[src/rtl/pixel_fb_writer.sv]
// pixel_fb_writer
//   Takes shaded pixels (x, y, rgb444) from the shading stage, drops the ones
//   that fall outside the framebuffer, buffers the rest in a small FIFO and
//   drains it into a framebuffer BRAM write port whenever that port allows.
//   It also counts the writes in each frame and pulses frame_done_out when a
//   full frame's worth of pixels has been written.
//
// Ports
//   clk_in          single clock, rising edge
//   rst_in          synchronous reset, active low
//   x_in, y_in      pixel coordinate
//   r_in,g_in,b_in  pixel colour, 4 bits per channel
//   rgb_valid_in    pixel fields valid this cycle
//   pixel_ready_out FIFO can take a pixel (held low while in reset)
//   wr_enable_in    framebuffer port can take a write; low stalls the drain
//   frame_start_in  one-cycle pulse, new frame
//   bram_addr_out   write address, y*FB_WIDTH + x
//   bram_data_out   write data {r,g,b}
//   bram_we_out     write strobe
//   frame_done_out  one-cycle pulse on the last write of a frame
//   overflow_out    sticky, a pixel was dropped because the FIFO was full
module pixel_fb_writer #(
  parameter int FB_WIDTH   = 320,
  parameter int FB_HEIGHT  = 180,
  parameter int FIFO_DEPTH = 4
) (
  input  logic        clk_in,
  input  logic        rst_in,
  input  logic [10:0] x_in,
  input  logic [9:0]  y_in,
  input  logic [3:0]  r_in,
  input  logic [3:0]  g_in,
  input  logic [3:0]  b_in,
  input  logic        rgb_valid_in,
  output logic        pixel_ready_out,
  input  logic        wr_enable_in,
  input  logic        frame_start_in,
  output logic [16:0] bram_addr_out,
  output logic [11:0] bram_data_out,
  output logic        bram_we_out,
  output logic        frame_done_out,
  output logic        overflow_out
);

  localparam int              PTR_W     = $clog2(FIFO_DEPTH);
  localparam logic [10:0]     X_LIM     = 11'(FB_WIDTH);
  localparam logic [9:0]      Y_LIM     = 10'(FB_HEIGHT);
  localparam logic [15:0]     PIX_TOTAL = 16'(FB_WIDTH * FB_HEIGHT);
  localparam logic [PTR_W:0]  CNT_FULL  = (PTR_W+1)'(FIFO_DEPTH);
  localparam logic [PTR_W-1:0] PTR_ONE  = 1;
  localparam logic [PTR_W:0]  CNT_ONE   = 1;

  typedef struct packed {
    logic [16:0] addr;
    logic [11:0] data;
  } fb_entry_t;

  fb_entry_t        mem [FIFO_DEPTH];
  fb_entry_t        push_entry;
  logic [PTR_W-1:0] wr_ptr, rd_ptr;
  logic [PTR_W:0]   count;

  logic             in_range, accept, push, pop, drop;
  logic [16:0]      pix_addr;

  logic [15:0]      wr_cnt, wr_cnt_inc, wr_cnt_nxt;
  logic             done_nxt;

  // Ready comes from the pre-edge count only, so a pop on the same edge
  // never frees a slot for the pixel being offered.
  assign pixel_ready_out = rst_in && (count != CNT_FULL);

  assign in_range = (x_in < X_LIM) && (y_in < Y_LIM);
  assign accept   = rgb_valid_in && pixel_ready_out;
  assign push     = accept && in_range;
  // Any pixel offered while full is lost, in range or not.
  assign drop     = rst_in && rgb_valid_in && !pixel_ready_out;
  assign pop      = rst_in && (count != '0) && wr_enable_in;

  // Full 17-bit product: 179*320 + 319 = 57599 fits without wrap.
  assign pix_addr        = 17'(y_in) * 17'(FB_WIDTH) + 17'(x_in);
  assign push_entry.addr = pix_addr;
  assign push_entry.data = {r_in, g_in, b_in};

  assign wr_cnt_inc = wr_cnt + 16'd1;

  // Frame write counter. frame_start wins over a completing frame, and a pop
  // on the frame_start edge already belongs to the new frame.
  always_comb begin
    wr_cnt_nxt = wr_cnt;
    done_nxt   = 1'b0;
    if (frame_start_in) begin
      wr_cnt_nxt = pop ? 16'd1 : 16'd0;
    end else if (pop) begin
      if (wr_cnt_inc == PIX_TOTAL) begin
        wr_cnt_nxt = '0;
        done_nxt   = 1'b1;
      end else begin
        wr_cnt_nxt = wr_cnt_inc;
      end
    end
  end

  // Storage has no reset; validity is tracked entirely by count/pointers.
  always_ff @(posedge clk_in) begin
    if (push) mem[wr_ptr] <= push_entry;
  end

  always_ff @(posedge clk_in) begin
    if (!rst_in) begin
      wr_ptr         <= '0;
      rd_ptr         <= '0;
      count          <= '0;
      wr_cnt         <= '0;
      bram_we_out    <= 1'b0;
      bram_addr_out  <= '0;
      bram_data_out  <= '0;
      frame_done_out <= 1'b0;
      overflow_out   <= 1'b0;
    end else begin
      if (push) wr_ptr <= wr_ptr + PTR_ONE;
      if (pop)  rd_ptr <= rd_ptr + PTR_ONE;

      case ({push, pop})
        2'b10:   count <= count + CNT_ONE;
        2'b01:   count <= count - CNT_ONE;
        default: count <= count;
      endcase

      bram_we_out <= pop;
      if (pop) begin
        bram_addr_out <= mem[rd_ptr].addr;
        bram_data_out <= mem[rd_ptr].data;
      end

      wr_cnt         <= wr_cnt_nxt;
      frame_done_out <= done_nxt;

      // A drop in the frame_start cycle is still reported.
      if (drop)                overflow_out <= 1'b1;
      else if (frame_start_in) overflow_out <= 1'b0;
    end
  end

endmodule

[config.mk]
export PLATFORM = sky130hd
export DESIGN_NAME = pixel_fb_writer
export DESIGN_NICKNAME = d
export VERILOG_FILES = /design/src/rtl/pixel_fb_writer.sv
export SDC_FILE = /design/constraint.sdc
export NUM_CORES = 1
export LEC_CHECK = 0
export CELL_PAD_IN_SITES_DETAIL_PLACEMENT = 1
export CELL_PAD_IN_SITES_GLOBAL_PLACEMENT = 1
export CORE_ASPECT_RATIO = 1.4
export CORE_UTILIZATION = 47
export CTS_CLUSTER_SIZE = 16
export DETAILED_ROUTE_END_ITERATION = 6
export PLACE_DENSITY = 0.83
export RECOVER_POWER = 100
export SYNTH_ARGS = -nofsm -noshare
export SYNTH_HDL_FRONTEND = slang
export SYNTH_SLANG_ARGS = --single-unit
[constraint.sdc]
create_clock -name clk_in -period 3.9 [get_ports clk_in]
set_input_delay 0.975 -clock clk_in [delete_from_list [all_inputs] [get_ports clk_in]]
set_output_delay 0.975 -clock clk_in [all_outputs]
set_load 0.01 [all_outputs]
* Word-level counts from Yosys, hierarchy flattened *
Memory sizes are Yosys's and may differ from the RTL's. A register that Yosys moved wholly into a read port is not among the register bits.
Index checks and enable logic that the tools add are counted.

cells by class
  bitwise operators = 2
  add/subtract/negate cells = 6
  equal/unequal tests = 4
  multipliers = 1
  reductions and logical operators = 15
  mux-type cells = 10
  magnitude comparators = 2

operator list
  cell                                                                   count
  16-bit two-way mux                                                     3
  17-bit by 11-bit adder with 17-bit output                              1
  16-bit by 1-bit adder with 16-bit output, second input constant        1
  16-bit equality test, second input constant                            1
  11-bit by 9-bit < comparator with 1-bit output, second input constant  1
  10-bit by 3-bit multiplier with 11-bit output, second input constant   1
  10-bit by 8-bit < comparator with 1-bit output, second input constant  1
  1-bit logical AND                                                      8
  1-bit two-way mux                                                      6
  3-bit one-hot mux with 2 select lines                                  1
  2-bit nonzero test                                                     3
  2-bit by 1-bit adder with 2-bit output, second input constant          2
  3-bit by 1-bit adder with 3-bit output, second input constant          1
  3-bit inequality test, second input constant                           1
  3-bit nonzero test                                                     1
  3-bit OR reduction                                                     1
  3-bit by 1-bit subtractor with 3-bit output, second input constant     1
  2-bit by 1-bit equality test with 1-bit output, second input constant  1
  2-bit equality test, second input constant                             1
  1-bit zero test                                                        2
  1-bit inverter                                                         2

storage, ports and cells
  bits in registers = 26
  memories = 1
  output and inout port bits = 33
  input bits = 38
  memory bits (writable) = 116

memory list
  memory  depth  width  read ports  clocked after memory_dff  wr ports  line  RTL
  mem     4      29     1           1                         1         58    fb_entry_t mem [FIFO_DEPTH];

* Longest topological paths before layout *
Gate-level depths: netlist of run 1.

  depth after elaboration = 6
  gate-level depth with buffers = 11
  depth with buffers taken out = 11

* Worst setup path before layout of run 1 *
Ideal clock, no wire load.

  path kind = input to register
  start point = in y_in[1]
  end point = mem mem[0][28] (netlist bit) (data pin)
  data arrival time = 3161 ps
  setup slack = 466 ps
  library setup time = 273 ps
  cell stages on the path = 9
  cell sequence = ha_1 ha_1 fa_1 ha_1 a21boi_0 o2111ai_1 nor3b_1 xnor2_1 xnor2_1

on the way
  cells in the longest elaborated chain, start to end = 2

ends and longest elaborated chain
  item                                           line  RTL
  start, declared                                30    input logic [9:0] y_in,
  10-bit by 3-bit multiplier with 11-bit output  81    assign pix_addr = 17'(y_in) * 17'(FB_WIDTH) + 17'(x_in);
  17-bit by 11-bit adder with 17-bit output      81
  named net pix_addr[16]                         64    logic [16:0] pix_addr;
  end, declared                                  58

The timed path passes the listed nets, and every way through them passes these cells.

* Worst setup path after layout of run 1 *
Ends and elaborated chain as after synthesis.

==> results of run 1 <==
-- cells by family (layout without fill, tap and decap cells) --
kind of cell | Yosys count | count (layout) | synth area share
other | 0 | 1 | 0
adders and majority gates | 30 | 30 | 0.05402
buffers and inverters | 41 | 145 | 0.02582
xor gates and xnor gates | 36 | 36 | 0.04281
AOI/OAI and AO/OA | 48 | 48 | 0.04417
and+or+nand+nor | 180 | 180 | 0.1208
muxes | 30 | 30 | 0.09003
DFF | 171 | 171 | 0.6224
-- worst max path at each step --
stage                     slack (ps)         end     from
after floorplan                  470  mem[0][28]  y_in[1]
after global placement           -60  mem[2][28]  y_in[1]
after detailed placement        -110  mem[3][28]  y_in[1]
after CTS                        250  mem[2][28]  y_in[1]
after global routing              70  mem[2][28]  y_in[1]
final                            240  mem[0][28]  y_in[1]
-- power groups by stage --
stage	combinational (uW)	sequential [uW]	clock, uW
global placement	249	2020	0
finish	277	1980	1760
detailed placement	272	2020	0
global route	304	1980	1850
CTS	285	1980	1790
floorplan	144	2020	0
-- registers in the layout, summed over array words and instances (netlist names) --
register / flops
frame_done_out: 1
bram_data_out: 12
mem: 116
wr_cnt: 16
wr_ptr: 2
count: 3
bram_addr_out: 17
overflow_out: 1
rd_ptr: 2
bram_we_out: 1
-- area by class of cell --
cell class                 count  area, um^2  area share
clock inverter                14       176.4     0.01970
antenna                        1       2.502   0.0002794
inverter                      17       63.81    0.007124
timing repair buffer          96       858.3     0.09582
tap                          192       240.2     0.02682
multi-input combinational    324        2591      0.2893
clock buffer                  18       439.2     0.04903
sequential                   171        4586      0.5119
-- critical path: stages --
cell	delay [ps]
clkdlybuf4s50_1	440
ha_1	310
ha_1	230
fa_1	400
a21o_1	230
a311o_1	370
a21oi_1	180
xor2_1	100
nor3b_1	230
xnor2_1	130
xnor2_1	290
-- through the flow --
step	hold slack (ps)	utilization	TNS (ps)	area, um^2	power, uW
after detailed placement	448.2	0.5521	-427.0	8384	2291
after floorplan	437.8	-	0	7366	2162
final	454.3	0.5898	0	8957	4012
after global routing	485.4	0.5898	0	8957	4134
after global placement	440.9	0.5521	-230.1	8384	2266
after CTS	459.7	0.5927	0	9000	4051
-- cells in the final DEF (no fill, tap or decap), types with 22 or more instances in the layout --
cell type,count
dlygate4sd3_1,53
xnor2_1,22
nand3_1,39
dfxtp_1,54
ha_1,27
edfxtp_1,116
mux4_2,29
nor2_1,23
nand2_1,76
-- routing by layer --
| layer | routed length [um] | share of wire | up-vias |
|---|---|---|---|
| met5 | 0 | 0 | - |
| met4 | 492 | 0.027 | 0 |
| met3 | 793 | 0.043 | 41 |
| met2 | 10270 | 0.56 | 137 |
| met1 | 6722 | 0.37 | 2435 |
| li1 | - | - | 2158 |
==> impl.org, run 1 <==
** Outcome
- The flow ran to the end, and the final reports show no timing, DRC or antenna violations.

** Min path
- Hold Path Depth :: 2
- Min-Delay Path Class :: register to register
- The path with the worst hold slack has its endpoint at bram_addr_out[12].
- Start point of the worst min-delay path :: bram_addr_out[12]

** Route
- Summed over all layers, the routed wires come to 18,280 um.
- Via count :: 4,771
- Drt via density :: roughly 5.7
- Routed wire length per instance :: 21.94 um
- After detailed routing, the number of remaining DRC violations is 0.
- In this run, the number of DRC markers left after iteration 0 of detailed routing was 250.
- The detail route stage leaves a number of antenna-violating nets equal to 0.
- Before antenna repair, the detailed router went through 5 iterations.

** Logic synthesis
- Top cell type's share of synthesized area :: 0.4729
- Avg Inst Size Synth :: 13.74 um^2
- By instance count, the leading cell after synthesis is edfxtp_1.
- Post-synth top flop :: edfxtp_1
- Sorting the synthesized cells by area gives the leading types as edfxtp_1 47%, dfxtp_1 15%, mux4_2 8.9%, ha_1 4.6%, nand2_1 3.9%.
- For this run, the number of Yosys warnings is 0.
- Area of the mapped netlist :: 7366 um^2
- Commonest cells post-synth :: 116 x edfxtp_1, 76 x nand2_1, 55 x dfxtp_1, 39 x nand3_1, 29 x mux4_2
- Count of cell types in the netlist :: 57
- Post-synth EDFFs :: 116
- Proportion of register bits with asynchronous set or reset after synthesis :: 0
- The largest total area in the synthesized netlist belongs to edfxtp_1.
- Post-synth net total :: approximately 600
- The cell count after synthesis came out at 536.
- Synthesis inferred around 170 register bits.
- Of the synthesized area, sequential elements account for 0.6224.

** Clock network
- Post-cts resize count :: 0
- The root buffer cell chosen for the clock tree is clkbuf_16.
- Maximum buffer depth of the clock tree :: 2
- Counting the buffers created by CTS gives 17.
- In this run the post-CTS setup repair buffer count came out at 0.
- Clock tree from TritonCTS :: yes
- Number of clock sinks :: 171
- Clock-pin slew was measured on the worst setup and hold paths at 70 ps.
- In this run, post-CTS hold repair placed 0 buffers.
- Clock latency on the worst-skew pair :: about 440 ps
- Htree depth :: 4

** Critical path
- The worst register-to-register path has a depth of 8.
- STA classifies the critical path startpoint as a primary input.
- At the worst endpoint, the required time is ~4100 ps.
- Along the worst path, the maximum fanout reaches 4.
- Crit end category :: register
- Worst reg2reg endpoint :: mem[2][28]
- Setup slack of the most critical reg-to-reg path :: 1180 ps
- The critical path in this run is classified as primary input to register.
- Reg2reg start :: count[0]
- CP Data Arrival Time :: 3890 ps

** Finish
- Share of post-route cells with drive strength above 1 :: 0.1484
- The area growth from synthesis to layout is 21.61%.
- Fill cell total of the finished layout :: 1,457
- Final #Nets :: ~700
- Filler-free cell count of the finished design :: 833

** Placement
- Routability congestion estimate :: 0.8006
- During placement, the flow inserted port buffers numbering 70.
- Before CTS, the worst setup slack after placement is -106.8 ps.
- The number of placed instances, taps included, is 800.
- Once detailed placement completed, the half-perimeter wirelength came to between 10,000 and 15,000 um.

** Pwr
- Gate power share :: 0.069
- The analysis attributes to cell leakage a power of between 0.003 and 0.004 uW.
- Of the total power, the clock network draws 0.438.
- In this run the power density over the cells is 447.9 nW/um^2.
- Total internal power :: 3081 uW
- Summed over all nets, the switching power comes to 930.6 uW.
- Switching part of the total :: 0.2320
- Sequential fraction of design power :: 0.493
- IR analysis of the VDD net gives a maximum drop of about 300 uV.

** Floorplanning
- Core area :: around 15,000 um^2
- Starting density of the core :: 0.4850
- The die is ~150 um tall.
- DIE AREA :: 16,180 um^2
- Top-level I/O count :: 71
- Row count :: 53
- The die is about 110 um wide.

** Global route
- For met1 alone, demand over resource in global routing was 0.2642.
- Wire length of the first global-routing pass :: 29,090 um
- Number of antenna violations at the first check in global routing :: 1
- Across every metal layer, demand over resource in global routing totals 0.2489.
- After global routing, the most crowded layer is met2.
- GR met3 Demand/Resource :: 0.05844
- GR Util met2 :: 0.4647
- Pin count of the biggest net entering global routing :: 40
- After global routing the overflow that remains totals 0.
- Vias in the first global route :: 5,388

** Timing
- Hold violation total from the final report :: 0
- Count of final setup violators :: 0
- At the pin with the least slew margin, the transition time is 980.3 ps.
- The number of slew-limit violations in the final report was 0.
- Setup repair after global routing left no endpoint under its margin.
- Dividing the final minimum period by the clock period gives 0.9377.
- Counting I/O delays and the setup requirement, the final critical path takes 3657 ps.
- Headroom to the max-slew limit came out at 0.3465.
- For the final database, setup skew stands at 9.019 ps.
- F_max :: 0.2734 GHz
- Setup WS post-layout :: around 240 ps

** Run
- Max-Cap Viols :: 0
Power figures use the tool's default switching activity.
==> run 2, diff against run 1 <==
PLACE_DENSITY = 0.85   (was 0.83)
==> run 2 against run 1 <==
Compared with the run above: the run now ends with capacitance limit, slew limit left; non-clock buffer count unchanged; design area decreased by 0.27%; clock-buffer cell count unchanged; worst setup slack got worse by 80 ps; first-iteration DRC count decreased by 24%; critical path depth decreased by 4; largest power group unchanged.
==> impl.org, run 2 (synthesis results as in run 1) <==
** Floorplanning
- During I/O placement, the number of pins put on the boundary was 71.
- Measured along the y axis, the die boundary spans 150.1 um.
- Row count :: 53
- The core region is 15,190 um^2.
- For this configuration, the core starts out at a cell density of 0.4850.
- DIE AREA :: 16,180 um^2
- Measured along the x axis, the die boundary spans about 110 um.

** Timing
- Max-Slew Margin vs Limit :: -0.3514
- Setup repair after global routing left no endpoint under its margin.
- The number of slew-limit violations in the final report was 38.
- For the pin with the worst max-slew slack, the measured transition is 2027 ps.
- Part of the cycle the worst path needs :: 0.9583
- In the post-route analysis, the smallest setup slack over all paths is 162.8 ps.
- The worst path needs 3737 ps of the cycle, external delays included.
- Count of final setup violators :: 0
- Hold violation total from the final report :: 0
- Fin Clk Skew :: about 8.4 ps
- Based on the critical path, the design can be clocked at up to 0.2676 GHz.

** Finish
- The register with the most flip-flops in the layout has about 120 of them.
- Leaving out fill and tap cells, the most frequent cell in the layout is edfxtp_1.
- In the layout the commonest cells are 116 x edfxtp_1, 76 x nand2_1, 54 x dfxtp_1.
- Share of post-route cells with drive strength above 1 :: 0.1422
- In the final layout, flip-flops and latches occupy 4586 um^2.
- Largest registers :: mem x116, bram_addr_out x17, wr_cnt x16
- Largest register by flop count :: mem
- Fill cell total of the finished layout :: 1,483
- Measured on the finished design, the core utilization comes to 0.5883.
- In the final design database the tool counted 695 nets.
- Compared with the post-synthesis result, the final layout area differs by 21.28%.
- Summing all multi-input logic gate instances after layout gives 2596 um^2.

** Route
- The pre-antenna-repair detailed-routing pass consisted of 4 iterations.
- DRC violation count after routing :: 0
- After the first detailed-routing iteration, the DRC count stood at 189.
- In the final routed layout, each cell accounts on average for 21.77 um.
- Total wirelength of the detailed-routed design :: 18,140 um
- Drt via density :: roughly 5.7
- Post-DRT Antenna Nets :: 0
- Via count :: roughly 4,700

** Critical path
- In this run the worst path has a maximum fanout of 37.
- At the worst endpoint, the required time is 4200 ps.
- CP Data Arrival Time :: roughly 4000 ps
- Crit end category :: register
- The worst setup path is launched from a primary input.
- Worst setup path class :: primary input to register

** Clock network
- Htree depth :: 4
- Clock-pin slew was measured on the worst setup and hold paths at 70 ps.
- TritonCTS created 17 clock buffers.
- TritonCTS built the clock tree.
- Post-cts hold buffer count :: 0
- Setup bufs post-CTS :: 0
- Number of clock sinks :: roughly 170
- CTS Root Buffer Type :: clkbuf_16
- Gates resized during post-CTS repair numbered 0.
- Counting along the longest clock path gives a buffer depth of 2.
- The later pin in the worst-skew pair is clocked with a latency of 430 ps.

** Placement
- Input and output buffers added on the ports amount to 70.
- Prior to clock tree synthesis, the placed netlist has a worst setup slack of -244.1 ps.
- Routability congestion estimate :: around 0.8
- Post-DP HPWL :: 11,570 um

** Global route
- Total grt overflow :: 0
- Aggregate global-route resource usage :: 0.2405
- Entering global routing, the biggest net connects 39 pins.
- The via count of the first global-routing pass was 5,115.
- The number of antenna violations at the first check in global routing was 1.
- Wire length of the first global-routing pass :: about 28,000 um

** Min path
- The worst hold path belongs to the class register to register.

** Pwr
- Leak Pwr :: 0.003275 uW
- Summing internal, switching and leakage power gives 3958 uW.
- Dividing total power by cell area gives a power density of 443.1 nW/um^2.
- IR analysis of the VDD net gives a maximum drop of 261.1 uV.

** Outcome
- Failing checks :: capacitance limit, slew limit
- The flow ran to the end, but the final reports show violations.

** Run
- Max-Cap Viols :: 1
==> run 2: worst max-delay path, stage by stage <==
cell and delay [ps]:
dlygate4sd3_1 620, o311ai_0 190, clkbuf_1 1500, nor2_1 290, nand3_1 220, xor2_1 170
nor2_1 60
==> run 2: per-layer routing <==
metal	GRT usage	wire length (um)	up-vias
li1	-	-	2149
met1	0.2735	7070	2433
met2	0.4436	10070	136
met3	0.05584	711	26
met4	0.07192	287	0
met5	0	0	-
==> run 2: metrics by stage <==
step | TNS, ps | hold slack, ps | cell area [um^2] | cells
floorplan | 0 | 437.8 | 7366 | 536
global placement | -263.7 | 442.2 | 8384 | 800
detailed placement | -1071 | 450.8 | 8384 | 800
CTS | 0 | 462.1 | 8979 | 832
global route | 0 | 481.2 | 8934 | 833
finish | 0 | 455.7 | 8934 | 833
==> run 2: final cells by class <==
type,instances,area share
sequential,171,0.5133
multi-input combinational,324,0.2906
timing repair buffer,96,0.09524
clock buffer,18,0.04804
tap,192,0.02689
clock inverter,14,0.01849
inverter,17,0.007143
antenna,1,0.0002801
==> run 2: final timing paths <==
check	startpoint	to	slack, ps	depth (start not counted)
hold / removal	bram_data_out[3]	bram_data_out[3]	460	2
setup / recovery	rst_in	wr_cnt[6]	160	7
hold reg to reg	bram_data_out[3]	bram_data_out[3]	460	2
setup reg to reg	count[0]	wr_cnt[6]	680	6
==> run 2: report_power, final <==
part | switching (uW) | internal [uW]
combinational | 155 | 118
sequential | 2.08 | 1980
clock | 748 | 959
==> run 3, diff against run 2 <==
SETUP_SLACK_MARGIN = 0.05   (was unset)
==> run 3 against run 2 <==
Compared with the run above: the run still ends with capacitance limit, slew limit left; global-route usage unchanged; highest routed layer unchanged; largest power group unchanged; design area barely moved; register-to-register slack barely moved; critical path depth is the same.
==> impl.org, run 3 (synthesis results as in run 1) <==
** Pwr
- In this run the power spent charging and discharging nets is around 900 uW.
- The worst-case IR drop observed on VDD is 259.8 uV.
- PwrDens :: 442.3 nW/um^2
- Leak Pwr :: about 0.0033 uW
- Gate power share :: 0.070
- Of the total power, the clock network draws 0.430.
- The share of total power dissipated in sequential elements is 0.500.
- Switching part of the total :: 0.2275
- Internal power comes to 3055 uW.

** Route
- Total wirelength of the detailed-routed design :: 18,100 um
- Routed signal wires occupy layers up through met4.
- Routed metal-1 wire length :: 7102 um
- Drt via density :: 5.694
- Detail Route met3 WL :: 699 um
- The pre-antenna-repair detailed-routing pass consisted of 4 iterations.
- Via count :: approximately 4,700
- After detailed routing, the average wire length per cell comes to 21.73 um.
- DRC violation count after routing :: 0
- The count of nets left with antenna violations once routing finished came out at 0.
- Routed length on met2 :: 10,050 um
- Starting DRC count in detailed routing :: 217

** Timing
- The worst pin sits at a relative slew slack of -0.3504.
- Hold violation total from the final report :: 0
- At the pin with the least slew margin, the transition time is just over 2000 ps.
- The worst path needs 3740 ps of the cycle, external delays included.
- Setup repair after global routing left no endpoint under its margin.
- Dividing the final minimum period by the clock period gives 0.9590.
- Post-route worst hold slack :: about 460 ps
- Across the routed clock network, the largest skew measured is a little under 9 ps.
- The number of slew-limit violations in the final report came to 38.
- F_max :: 0.2674 GHz
- Count of final setup violators :: 0

** Clock network
- After clock tree synthesis, the clock-pin slew on the worst setup and hold paths is 70 ps.
- CTS Root Buffer Type :: clkbuf_16
- Buffers inserted during clock tree synthesis total 17.
- The clock net in this run drives a total of 171 sinks.
- The later pin in the worst-skew pair is clocked with a latency of 430 ps.
- Clock tree from TritonCTS :: yes
- Maximum buffer depth of the clock tree :: 2
- Htree depth :: 4
- Post-cts hold buffer count :: 0

** Global route
- For this run, the total global-route usage over all layers was measured as 0.2405.
- Vias in the first global route :: 5,115
- Entering global routing, the biggest net connects 39 pins.
- The first global-routing pass estimated roughly 28,000 um of wire.
- The number of antenna violations at the first check in global routing is 1.
- Summed over all layers, the global routing overflow is 0.

** Finish
- Synth-to-Final Area Change :: 21.39%
- Final design utilization :: 0.5888
- Share of post-route cells with drive strength above 1 :: 0.1438
- More flip-flops sit in one register than any other, and that register is mem.
- Most frequent cells in the layout :: 116 x edfxtp_1, 76 x nand2_1, 54 x dfxtp_1
- The register with the most flip-flops in the layout has 116 of them.
- Fill cells in the final layout number 1,483.
- The largest registers in the layout are mem x116, bram_addr_out x17, wr_cnt x16.
- In the final design database the tool counted 695 nets.
- Most common cell after layout, fill and taps aside :: edfxtp_1

** Critical path
- The most critical setup path has its startpoint at rst_in.
- Counting cells, the worst reg-to-reg path comes to 6.
- Worst setup path class :: primary input to register
- Peak fanout along the critical path :: 37
- In this run the critical register-to-register path is launched from count[0].
- For the worst setup path, the data required time is 4200 ps.
- Crit end category :: register
- The endpoint identified for the worst register-to-register timing path is wr_cnt[6].
- CP Data Arrival Time :: 4040 ps
- Sort of element at the start of the critical path :: primary input
- Setup slack on the worst reg-to-reg path comes out at 690 ps.

** Placement
- Post-DP HPWL :: 11,570 um
- Routability-driven placement finished with a final weighted congestion of 0.8113.
- Number of buffer cells added on primary ports :: 70

** Floorplanning
- The floorplan step set the die height to 150.1 um.
- DIE AREA :: 16,180 um^2
- 71 I/O pins were placed.
- The core region is 15,190 um^2.
- Width of the chip :: around 110 um
- Starting density of the core :: 0.4850
- Row count :: 53

** Outcome
- The checks that failed: capacitance limit, slew limit.
- The flow ran to the end, but the final reports show violations.

** Min path
- Hold Path Sink :: bram_data_out[3]
- The min-delay analysis places its worst path in the category register to register.
- The worst hold path begins at bram_data_out[3].
- Hold Path Depth :: 2

** Run
- Max-Cap Viols :: 1
run 3: worst max path at each step:
stage	end	slack, ps	cells past startpoint
floorplan	mem[0][28]	470	9
global placement	mem[0][28]	-70	11
detailed placement	mem[1][28]	-240	10
CTS	mem[1][28]	140	10
global route	wr_cnt[6]	40	7
finish	wr_cnt[6]	160	7
run 3: routing by layer:
metal	GRT usage	vias up
li1	-	2149
met1	0.2735	2429
met2	0.4436	142
met3	0.05584	23
met4	0.07192	0
met5	0	-
run 3: critical path, cell delays in order:
cell and delay (ps):
dlygate4sd3_1 620, o311ai_0 190, clkbuf_1 1500, nor2_1 290
nand3_1 220, xor2_1 170, nor2_1 60
run 3: area by class of cell:
cell class              count  area (um^2)  area share
flip-flops and latches    171         4586      0.5129
multi-input cells         324         2604      0.2912
repair buffers             96        850.8     0.09516
clock buffers              18        429.2     0.04800
well taps                 192        240.2     0.02687
clock inverters            14        165.2     0.01847
inverters                  17        63.81    0.007137
diodes                      1        2.502   0.0002799
run 3: timing repair:
item,4_1_cts,5_1_grt
setup endpoints to repair,0,4
resized for setup,0,3
buffers inserted,0,0
run 3: power by group through the flow:
| stage | combinational (uW) | clock, uW | sequential (uW) |
|---|---|---|---|
| floorplan | 144 | 0 | 2020 |
| global placement | 252 | 0 | 2020 |
| detailed placement | 277 | 0 | 2020 |
| CTS | 282 | 1730 | 1980 |
| global route | 302 | 1800 | 1980 |
| finish | 275 | 1700 | 1980 |
run 3: through the flow:
stage | setup slack [ps] | instances | total power (uW) | TNS [ps] | cell area [um^2]
after floorplan | 466.3 | 536 | 2162 | 0 | 7366
after global placement | -65.94 | 800 | 2270 | -263.7 | 8384
after detailed placement | -244.1 | 800 | 2296 | -1071 | 8384
after CTS | 136.1 | 832 | 3986 | 0 | 8979
after global routing | 42.77 | 833 | 4076 | 0 | 8941
final | 159.7 | 833 | 3955 | 0 | 8941
